==> config.mk <==
export PLATFORM = sky130hd
export DESIGN_NAME = mem_arbiter
export DESIGN_NICKNAME = d
export VERILOG_FILES = /design/src/rtl/mem_arbiter.sv
export SDC_FILE = /design/constraint.sdc
export NUM_CORES = 1
export LEC_CHECK = 0
export CORE_AREA = 2 2 76 78
export DETAILED_ROUTE_END_ITERATION = 16
export DIE_AREA = 0 0 78 80
export DONT_BUFFER_PORTS = 1
export PLACE_DENSITY = 0.41
export SLEW_MARGIN = 5
export SYNTH_ARGS = -nofsm -noshare
export SYNTH_HDL_FRONTEND = slang
export SYNTH_SLANG_ARGS = --single-unit
==> constraint.sdc <==
create_clock -name clk -period 3.5 [get_ports clk]
set_input_delay 1.05 -clock clk [delete_from_list [all_inputs] [get_ports clk]]
set_output_delay 1.05 -clock clk [all_outputs]
set_load 0.02 [all_outputs]
==> src/rtl/mem_arbiter.sv <==
//------------------------------------------------------------------------------
// mem_arbiter: shares one multi-cycle memory between I-fill, D-fill and D-store
// Revision: 1.0
//------------------------------------------------------------------------------
`default_nettype none

module mem_arbiter #(
    parameter int WORDS   = 8,
    parameter int MEM_LAT = 4
) (
    input  logic                       clk,
    input  logic                       rst,
    input  logic                       icache_miss,
    input  logic [15:0]                icache_addr,
    input  logic                       dcache_miss,
    input  logic [15:0]                dcache_addr,
    input  logic                       dcache_wr,
    input  logic [15:0]                dcache_wdata,
    input  logic [15:0]                mem_rdata,
    input  logic                       mem_data_valid,
    output logic                       mem_en,
    output logic                       mem_wr,
    output logic [15:0]                mem_addr,
    output logic [15:0]                mem_wdata,
    output logic [15:0]                fill_data,
    output logic [$clog2(WORDS)-1:0]   fill_word,
    output logic                       fill_wen_i,
    output logic                       fill_wen_d,
    output logic                       icache_done,
    output logic                       dcache_done,
    output logic                       stall_fetch,
    output logic                       stall_mem
);

    localparam int c_cnt_w = $clog2(WORDS);
    localparam logic [c_cnt_w-1:0] c_last = c_cnt_w'(WORDS - 1);

    if (WORDS < 2 || (WORDS & (WORDS - 1)) != 0 || MEM_LAT < 1) begin : g_param_check
        $error("mem_arbiter: WORDS must be a power of two >= 2 and MEM_LAT >= 1");
    end

    typedef enum logic [2:0] {
        IDLE    = 3'd0,
        D_FILL  = 3'd1,
        D_WRITE = 3'd2,
        I_FILL  = 3'd3,
        GAP     = 3'd4
    } state_t;

    state_t               r_state;
    state_t               w_state_nx;
    logic [c_cnt_w-1:0]   r_issue_cnt;
    logic [c_cnt_w-1:0]   r_recv_cnt;
    logic                 r_issue_all;
    logic [15:0]          r_base;
    logic                 w_fill_st;
    logic                 w_issuing;
    logic                 w_last;

    assign w_fill_st = (r_state == D_FILL) || (r_state == I_FILL);
    // r_issue_all marks the counter having reached WORDS without widening it
    assign w_issuing = w_fill_st && !r_issue_all;
    assign w_last    = w_fill_st && mem_data_valid && (r_recv_cnt == c_last);

    always_ff @(posedge clk or posedge rst) begin
        if (rst) begin
            r_state     <= IDLE;
            r_issue_cnt <= '0;
            r_recv_cnt  <= '0;
            r_issue_all <= 1'b0;
            r_base      <= '0;
        end else begin
            r_state <= w_state_nx;
            // block base is latched every idle cycle, so it holds the value seen on entry
            if (r_state == IDLE)
                r_base <= (dcache_miss ? dcache_addr : icache_addr) & 16'hFFF0;
            if (w_last) begin
                r_issue_cnt <= '0;
                r_recv_cnt  <= '0;
                r_issue_all <= 1'b0;
            end else begin
                if (w_issuing) begin
                    r_issue_cnt <= r_issue_cnt + 1'b1;
                    if (r_issue_cnt == c_last)
                        r_issue_all <= 1'b1;
                end
                if (w_fill_st && mem_data_valid)
                    r_recv_cnt <= r_recv_cnt + 1'b1;
            end
        end
    end

    always_comb begin
        w_state_nx  = r_state;
        mem_en      = 1'b0;
        mem_wr      = 1'b0;
        mem_addr    = 16'h0000;
        mem_wdata   = 16'h0000;
        fill_word   = '0;
        fill_wen_i  = 1'b0;
        fill_wen_d  = 1'b0;
        icache_done = 1'b0;
        dcache_done = 1'b0;
        case (r_state)
            IDLE: begin
                if (dcache_wr)
                    w_state_nx = D_WRITE;
                else if (dcache_miss)
                    w_state_nx = D_FILL;
                else if (icache_miss)
                    w_state_nx = I_FILL;
            end
            D_WRITE: begin
                mem_en      = 1'b1;
                mem_wr      = 1'b1;
                mem_addr    = dcache_addr;
                mem_wdata   = dcache_wdata;
                dcache_done = 1'b1;
                w_state_nx  = GAP;
            end
            D_FILL, I_FILL: begin
                mem_en = w_issuing;
                if (w_issuing)
                    mem_addr = r_base + {{(15 - c_cnt_w){1'b0}}, r_issue_cnt, 1'b0};
                if (mem_data_valid) begin
                    fill_word = r_recv_cnt;
                    if (r_state == D_FILL)
                        fill_wen_d = 1'b1;
                    else
                        fill_wen_i = 1'b1;
                end
                if (w_last) begin
                    if (r_state == D_FILL)
                        dcache_done = 1'b1;
                    else
                        icache_done = 1'b1;
                    w_state_nx = GAP;
                end
            end
            GAP:     w_state_nx = IDLE;
            default: w_state_nx = IDLE;
        endcase
    end

    assign fill_data   = mem_rdata;
    assign stall_fetch = icache_miss & ~icache_done;
    assign stall_mem   = (dcache_miss | dcache_wr) & ~dcache_done;

endmodule

`default_nettype wire

Yosys cells after proc, flatten, opt, wreduce, memory -nomap -nowiden
Cells that the tools add are included.
{"block": "op_classes", "mul": 0, "muxes": 30, "add_sub_neg": 3, "n_div": 0, "magnitude_cmp": 0, "reduce_logical": 12, "bitwise": 5, "n_shift": 0, "n_eq_ne": 7}
{"cell": "16-bit 2-to-1 mux", "count": 3}
{"cell": "16-bit case mux with 2 select lines", "count": 1}
{"cell": "3-bit 2-to-1 mux", "count": 10}
{"cell": "16-bit by 4-bit adder with 16-bit output", "count": 1}
{"cell": "1-bit 2-to-1 mux", "count": 13}
{"cell": "3-bit case mux with 3 select lines", "count": 1}
{"cell": "3-bit by 1-bit adder with 3-bit output, second input constant", "count": 2}
{"cell": "3-bit by 2-bit equality test with 1-bit output, second input constant", "count": 2}
{"cell": "3-bit equality test, second input constant", "count": 2}
{"cell": "2-bit nonzero test", "count": 3}
{"cell": "4-bit inequality test, second input constant", "count": 1}
{"cell": "1-bit case mux with 2 select lines", "count": 2}
{"cell": "2-bit AND reduction", "count": 2}
{"cell": "3-bit by 1-bit equality test with 1-bit output, second input constant", "count": 1}
{"cell": "1-bit logical AND", "count": 3}
{"cell": "3-bit zero test", "count": 1}
{"cell": "1-bit bitwise AND", "count": 2}
{"cell": "2-bit inequality test, second input constant", "count": 1}
{"cell": "1-bit inverter", "count": 2}
{"cell": "2-bit OR reduction", "count": 1}
{"cell": "1-bit zero test", "count": 1}
{"cell": "1-bit logical OR", "count": 1}
{"cell": "1-bit OR", "count": 1}
{"block": "totals", "ff_bits": 22, "mem_bits_rw": 0, "rom_bits": 0, "latchBits": 0, "mem_count": 0}

Logic depth before layout (Yosys ltp)
{"block": "depth", "depth_word": 8, "ltp_mapped": 5, "ltp_nobuf": 5}

Least setup slack after synthesis
OpenSTA, ideal clock, no wires.
{"block": "synth_path", "kind": "input port to output port", "startpoint": "in mem_data_valid", "endpoint": "out stall_mem", "path_slack_ns": 0.532, "t_arrival_ns": 1.918, "stages": 4, "cell_sequence": "buf_2 > nand4b_1 > a21oi_1 > nor2_1"}
{"block": "synth_between", "elab_chain_len": 6}
{"item": "start, declared", "line_no": "20", "source": "input logic mem_data_valid,"}
{"item": "1-bit logical AND (2 in a row)", "line_no": "63", "source": "assign w_last = w_fill_st && mem_data_valid && (r_recv_cnt == c_last);"}
{"item": "1-bit 2-to-1 mux", "line_no": "132", "source": "if (w_last) begin"}
{"item": "1-bit case mux with 2 select lines", "line_no": "104", "source": "case (r_state)"}
{"item": "net dcache_done", "line_no": "30", "source": "output logic dcache_done,"}
{"item": "1-bit inverter", "line_no": "147", "source": "assign stall_mem = (dcache_miss | dcache_wr) & ~dcache_done;"}
{"item": "1-bit bitwise AND", "line_no": "147"}
{"item": "end, declared", "line_no": "32", "source": "output logic stall_mem"}
The timed path passes the listed nets, and every way through them passes these cells.

Final worst setup path
{"block": "layout_path", "startpoint": "reg r_state[0]", "endpoint": "out mem_wdata[2]"}
{"block": "layout_between", "elab_chain_len": 2}
{"item": "start, declared", "line_no": "50", "source": "state_t r_state;"}
{"item": "start signal, assigned", "line_no": "73", "source": "r_state <= w_state_nx;"}
{"item": "3-bit by 2-bit equality test with 1-bit output", "line_no": "104"}
{"item": "16-bit 2-to-1 mux", "line_no": "104"}
{"item": "end, declared", "line_no": "24", "source": "output logic [15:0] mem_wdata,"}
Every way passes these cells.

==> qor.yml <==
power_and_ir_drop:
  power.share.clock: 0.116
  irDropWorstVdd_mv: 0.194
  p_leak_nw: 0.679
  switching_power_mw: 0.631
  seq_power_share: 0.363
  power_mw: 1.34
  switching_share: 0.472
  combPwrFrac: 0.521
  intPower_mw: 0.705
  powerDensity_nw_per_um2: 854
worst_hold_path:
  min_from: "r_base[13]$_DFFE_PP0N_"
  hold_class: "reg -> reg"
critical_path:
  r2r-start: "r_state[2]$_DFFE_PP0P_"
  cp.arrival_ns: 1.80
  cp-start-kind: "flip-flop"
  critical_path_class: "reg -> out"
  critPathLaunch: "r_state[0]$_DFFE_PP0P_"
  critPathRequiredTime_ns: 2.45
  endpoint_kind: "primary output"
  cp_max_fo: 18
timing:
  rsz0062_at_grt: "false"
  tns_ns: 0
  slew_violations: 0
  finalClockSkew_ns: 0.00549
  fin_hold_ws_ns: 0.520
  relSlewSlack: 0.297
  hold_viol: 0
  setup_viol: 0
  period_share: 0.813
  worstMarginPinSlew_ns: 1.05
  fmax_ghz: 0.351
  fin_crit_ns: 2.85
logic_synthesis:
  synth_edf_count: 0
  avgSynthCellArea_um2: 9.89
  async_reset_ff_frac: 1.00
  syn_inst: 165
  netlist-cell-type-count: 35
  ys_seq_area_frac: 0.337
  ys_warn_count: 0
  synthesis.area_um2: 1630
  syn_nets: 239
  ys_seq_elements: 22
  synthFlopType: "dfrtp_1"
clocking:
  cts_tree: "built"
  ctsHoldBuffers: 0
  postCtsSetupRepairBufs: 0
  cts_root_buffer: "clkbuf_8"
  ctsResizeCount: 0
  clk_pin_slew_worst_paths_ns: 0.08
  htreeDepth: 1
  clock_sink_count: 22
  clk_latency_ns: 0.26
  numCtsBuffers: 3
  clockBufferDepth: 2
routing:
  via_per_inst: 5.11
  remaining_drc_errors: 0
  drt_iter0_markers: 38
  totalWireLength_mm: 3.81
  wl_per_cell_um: 17.6
  vias: 1104
  firstDrtPassIters: 3
  ant_nets: 0
global_route:
  grt_pass1_vias: 1120
  grt-ovfl-total: 0
  grt_pass1_wl_mm: 5.66
  track_usage: 0.116
  grt_max_degree: 27
  antenna_found_initial: 0
floorplanning:
  ioPinCount: 129
  dieArea_um2: 6240
  core_area_um2: 5410
  die_height_um: 80
  start_util: 0.302
  die_x_um: 78
  std_cell_rows: 27
placed_design:
  place_congestion: 0.703
  dp_hpwl_mm: 2.88
  io_buffers: 0
cells_and_area:
  num-nets-final: 220
  final_cell_mix: "dfrtp_1 (22), nor2_1 (18), and2_1 (17), mux2i_1 (12), a22o_1 (9)"
  multiInputGateArea_um2: 848
  diodes: 0
  ff_latch_area_um2: 551
  layout-drive-gt1-share: 0.215
  final_common_cell: "dfrtp_1"
  fillers: 579
  fin_util: 0.289
  syn_to_final_growth_pct: -4.14
flow_run:
  cap_violations: 0
status:
  status: "finished, final reports clean"
## metal layers
| layer | wire (um) | GRT usage | share of wire |
|---|---|---|---|
| met1 | 1610 | 0.144 | 0.42 |
| met2 | 1800 | 0.195 | 0.47 |
| met3 | 334 | 0.0294 | 0.088 |
| met4 | 53 | 0.0421 | 0.014 |
| met5 | 0 | 0 | 0 |
## power groups by stage
stage	Clock, mW	Combinational [mW]	Sequential, mW
6_report	0.155	0.696	0.485
5_1_grt	0.174	0.772	0.509
4_1_cts	0.166	0.712	0.486
3_5_place_dp	0	0.714	0.488
3_3_place_gp	0	0.698	0.485
2_1_floorplan	0	0.730	0.443
## Yosys cell counts, types with 3 or more instances
master,n,area share
a21oi_1,8,0.025
a22o_2,8,0.049
a21oi_2,7,0.038
and3_1,3,0.012
nor2_1,18,0.041
dfrtp_1,22,0.34
mux2i_1,12,0.074
buf_6,7,0.048
and2_1,17,0.065
a22o_1,9,0.048
buf_4,18,0.083
nand2_1,3,0.0069
ha_1,4,0.031
buf_2,3,0.0092
## kinds of logic after synthesis
kind of cell             Yosys count  synth area share
AO/OA/AOI/OAI                     41             0.199
adder cells (fa/ha/maj)            4            0.0307
AND/OR/NAND/NOR                   56             0.209
flip-flops                        22             0.337
multiplexers                      13            0.0805
buffers and inverters             29             0.143
## state kept, by name, indices dropped and copies added, names as in the netlist
register,cells
r_state,3
r_issue_all,1
r_recv_cnt,3
r_issue_cnt,3
r_base,12
## worst paths after layout
| check | to | slack (ns) | cells past startpoint |
|---|---|---|---|
| min | r_base[13]$_DFFE_PP0N_ | 0.52 | 2 |
| min in group asynchronous | r_base[6]$_DFFE_PP0N_ | 0.86 | 1 |
| max reg2reg | r_base[12]$_DFFE_PP0N_ | 1.76 | 3 |
| max in group asynchronous | r_base[9]$_DFFE_PP0N_ | 2.10 | 1 |
| min reg2reg | r_base[13]$_DFFE_PP0N_ | 0.52 | 2 |
| max | mem_wdata[2] | 0.65 | 4 |
## through the flow
stage,setup slack (ns),instance area (um2),cells
finish,0.653,1560,216
global route,0.544,1560,216
CTS,0.638,1560,216
detailed placement,0.842,1520,213
global placement,0.845,1520,213
floorplan,0.532,1630,165
## cell type report
| class | count | area share |
|---|---|---|
| tap | 72 | 0.0576 |
| timing repair buffer | 4 | 0.0192 |
| inverter | 1 | 0.00240 |
| multi-input combinational | 114 | 0.542 |
| clock buffer | 3 | 0.0264 |
| sequential | 22 | 0.352 |
## critical path: stages, from the launching register on
cell and delay [ns]:
dfrtp_1 0.50, nand2b_4 0.22, nor2_4 0.27, buf_4 0.27, and2_1 0.28
Power figures use the tool's default switching activity.
==> patch, RTL diff (same flow settings) <==
Set the parameter `WORDS` to 16 (it was 8).
--- a/src/rtl/mem_arbiter.sv
+++ b/src/rtl/mem_arbiter.sv
@@ -5,7 +5,7 @@
 `default_nettype none
 
 module mem_arbiter #(
-    parameter int WORDS   = 8,
+    parameter int WORDS   = 16,
     parameter int MEM_LAT = 4
 ) (
     input  logic                       clk,
Ports: changed (resized fill_word); port bits go from 129 to 130. No check against the original RTL was run, so the function may have changed too.
==> patch against the original RTL <==
- design area is 19% higher
- non-clock buffer count increased by 1
- total power is 26% higher
- clock skew shrank 0.0034 ns
- critical path type is now in2out
- clock power increased by 22%
- routed wire length grew 14%
- worst setup slack got worse by 0.18 ns
- die area unchanged
- synthesized cell count rose by 28%
- area after synthesis increased by 15%
- sequential cell count grew 2
==> patch: results (changes against the original RTL) <==
Status
  • Status: finished, final reports clean (unchanged)

Cells and area
  • Share of cells above drive strength 1: 9.474% (was 21.53%)
  • Antenna cells: 0 (unchanged)
  • Signal inverters: 4 (was 1)
  • Layout clock area frac: 2.947% (was 2.640%)
  • Area occupied by multi-input gates: 0.001070 mm^2 (was 848.3 um^2)
  • Multi-input comb cells: 153 (was 114)
  • FILL cells: 585 (was 579)
  • Buffering overhead: 2.009% (was 1.920%)
  • Largest regs: r_base: 12 flops, r_issue_cnt: 4 flops, r_recv_cnt: 4 flops
  • Register area: 600.6 um^2 (was 550.5 um^2)
  • Non-clock buffer count: 5 (was 4)
  • # clk buffers: 4 (was 3)
  • Post-route insts no fill: 262 (was 216)
  • Layout Nets: 265 (was 220)

Timing
  • Setup Skew: 0.002132 ns (was 0.005490 ns)
  • Endpoints failing setup: 0 (unchanged)
  • Relative slew slack: 38.83% (was 29.72%)

Global route
  • First-pass GRT wire length: 6768 um (was 5658 um)
  • Grt met3 use: 3.733% (was 2.941%)
  • GRT Total Usage: 13.47% (was 11.61%)
  • Vias in the first global route: 1425 (was 1120)
  • Routing usage on met2: 23.88% (was 19.48%)
  • M1 GR Usage: 15.22% (was 14.42%)
  • Largest net degree at the start of global routing: 35 (was 27)

Place
  • RePlAce Congestion: 0.8511 (was 0.7030)
  • Placed cells: 258 (was 213)
  • HPWL Detailed: 3370 um (was 2883 um)

Drt
  • Wire length per cell: 16.56 um (was 17.62 um)
  • Met3 wire length: 300 um (was 334 um)
  • DR pass1 iterations: 4 (was 3)
  • Post-Route M1 WL: 1724 um (was 1613 um)
  • DRT iter0 DRCs: 46 (was 38)
  • Met2 wire length: 2231 um (was 1804 um)
  • Vias per cell: 5.275 (was 5.111)

Critical path
  • Critical-path maximum fanout: 4 (was 18)
  • Crit-path max cell delay: 0.33 ns (was 0.50 ns)
  • Slowest CP cell: nor4b_1 (was dfrtp_1)
  • Worst path arrival time: 1.97 ns (was 1.80 ns)

Synthesis
  • Post-synth ARST share: 100.0% (unchanged)
  • Mean Syn Cell Area: 8.913 um^2 (was 9.888 um^2)
  • Synthesized Nets: 285 (was 239)
  • Top cells by area, synth: dfrtp_1 (32%), buf_4 (7.6%), and2_1 (7.3%), a22o_1 (7.0%), mux2i_1 (6.9%) (was dfrtp_1 (34%), buf_4 (8.3%), mux2i_1 (7.4%), and2_1 (6.5%), a22o_2 (4.9%))
  • Yosys cell types: 34 (was 35)
  • Post-synth top cells: dfrtp_1 (24), nor2_1 (23), and2_1 (22) (was dfrtp_1 (22), buf_4 (18), nor2_1 (18))
  • Synthesized flop and latch total: 24 (was 22)
  • Seq/Total Area, Yosys: 31.94% (was 33.74%)
  • Post-synth EDFFs: 0 (unchanged)

Clock tree
  • CTS root buf: clkbuf_8 (unchanged)
  • TritonCTS Buffers: 3 (unchanged)
  • Post-CTS Setup Repair Bufs: 0 (unchanged)

Hold path
  • Hold crit path type: reg2reg (unchanged)

Power and ir drop
  • Worst vdd ir: 0.2594 mV (was 0.1936 mV)
  • Cell leakage power: 0.7748 nW (was 0.6794 nW)
-- patch: cell types whose count changed after synthesis, sizes merged, moves of 3 or more --
cell    delta
and2       +5
nand4      +6
nor3b      +3
nor3       +3
and3       -4
nand2     +11
xnor2      +8
xor2       +7
inv        +3
nor2       +3
nand2b     -3
-- patch: metrics by stage --
step	utilization, %	setup WS [ns]	cell area (um^2)	power [mW]	hold slack, ns
after global routing	34.56	0.3705	1868	1.840	0.5340
after CTS	34.56	0.4662	1868	1.706	0.5121
after detailed placement	33.54	0.4563	1813	1.511	0.4936
after global placement	33.54	0.5273	1813	1.488	0.4814
final	34.56	0.4761	1868	1.677	0.5035
after floorplan	-	0.4020	1881	1.400	0.4637
-- patch: worst max-delay path: cells and delay by family --
family           cells  cell delay, ns
AND/OR/NAND/NOR      3            0.66
AO/OA/AOI/OAI        1            0.26
-- patch: cells by family after synthesis --
kind of cell	after synthesis	share of synthesized area [%]
flops	24	31.94
buf+inv	34	11.18
compound gates	37	13.84
fa+ha+maj	4	2.661
xor+xnor	15	6.986
mux	13	6.919
simple gates	84	26.48
-- patch: path summary, 6_finish.rpt --
kind	startpoint	cells past startpoint	slack, ns	end
max	mem_data_valid	4	0.48	stall_mem
max in group asynchronous	rst	1	2.07	r_base[5]
max reg2reg	r_state[2]	3	1.79	r_state[0]
min in group asynchronous	rst	1	0.87	r_recv_cnt[1]
min	r_recv_cnt[3]	1	0.50	r_recv_cnt[3]
min reg2reg	r_recv_cnt[3]	1	0.50	r_recv_cnt[3]
-- patch: power breakdown --
part / internal [mW] / leakage, nW / switching (mW)
registers: 0.408 / 0.268 / 0.194
logic: 0.333 / 0.478 / 0.553
clock network: 0.100 / 0.0288 / 0.0888
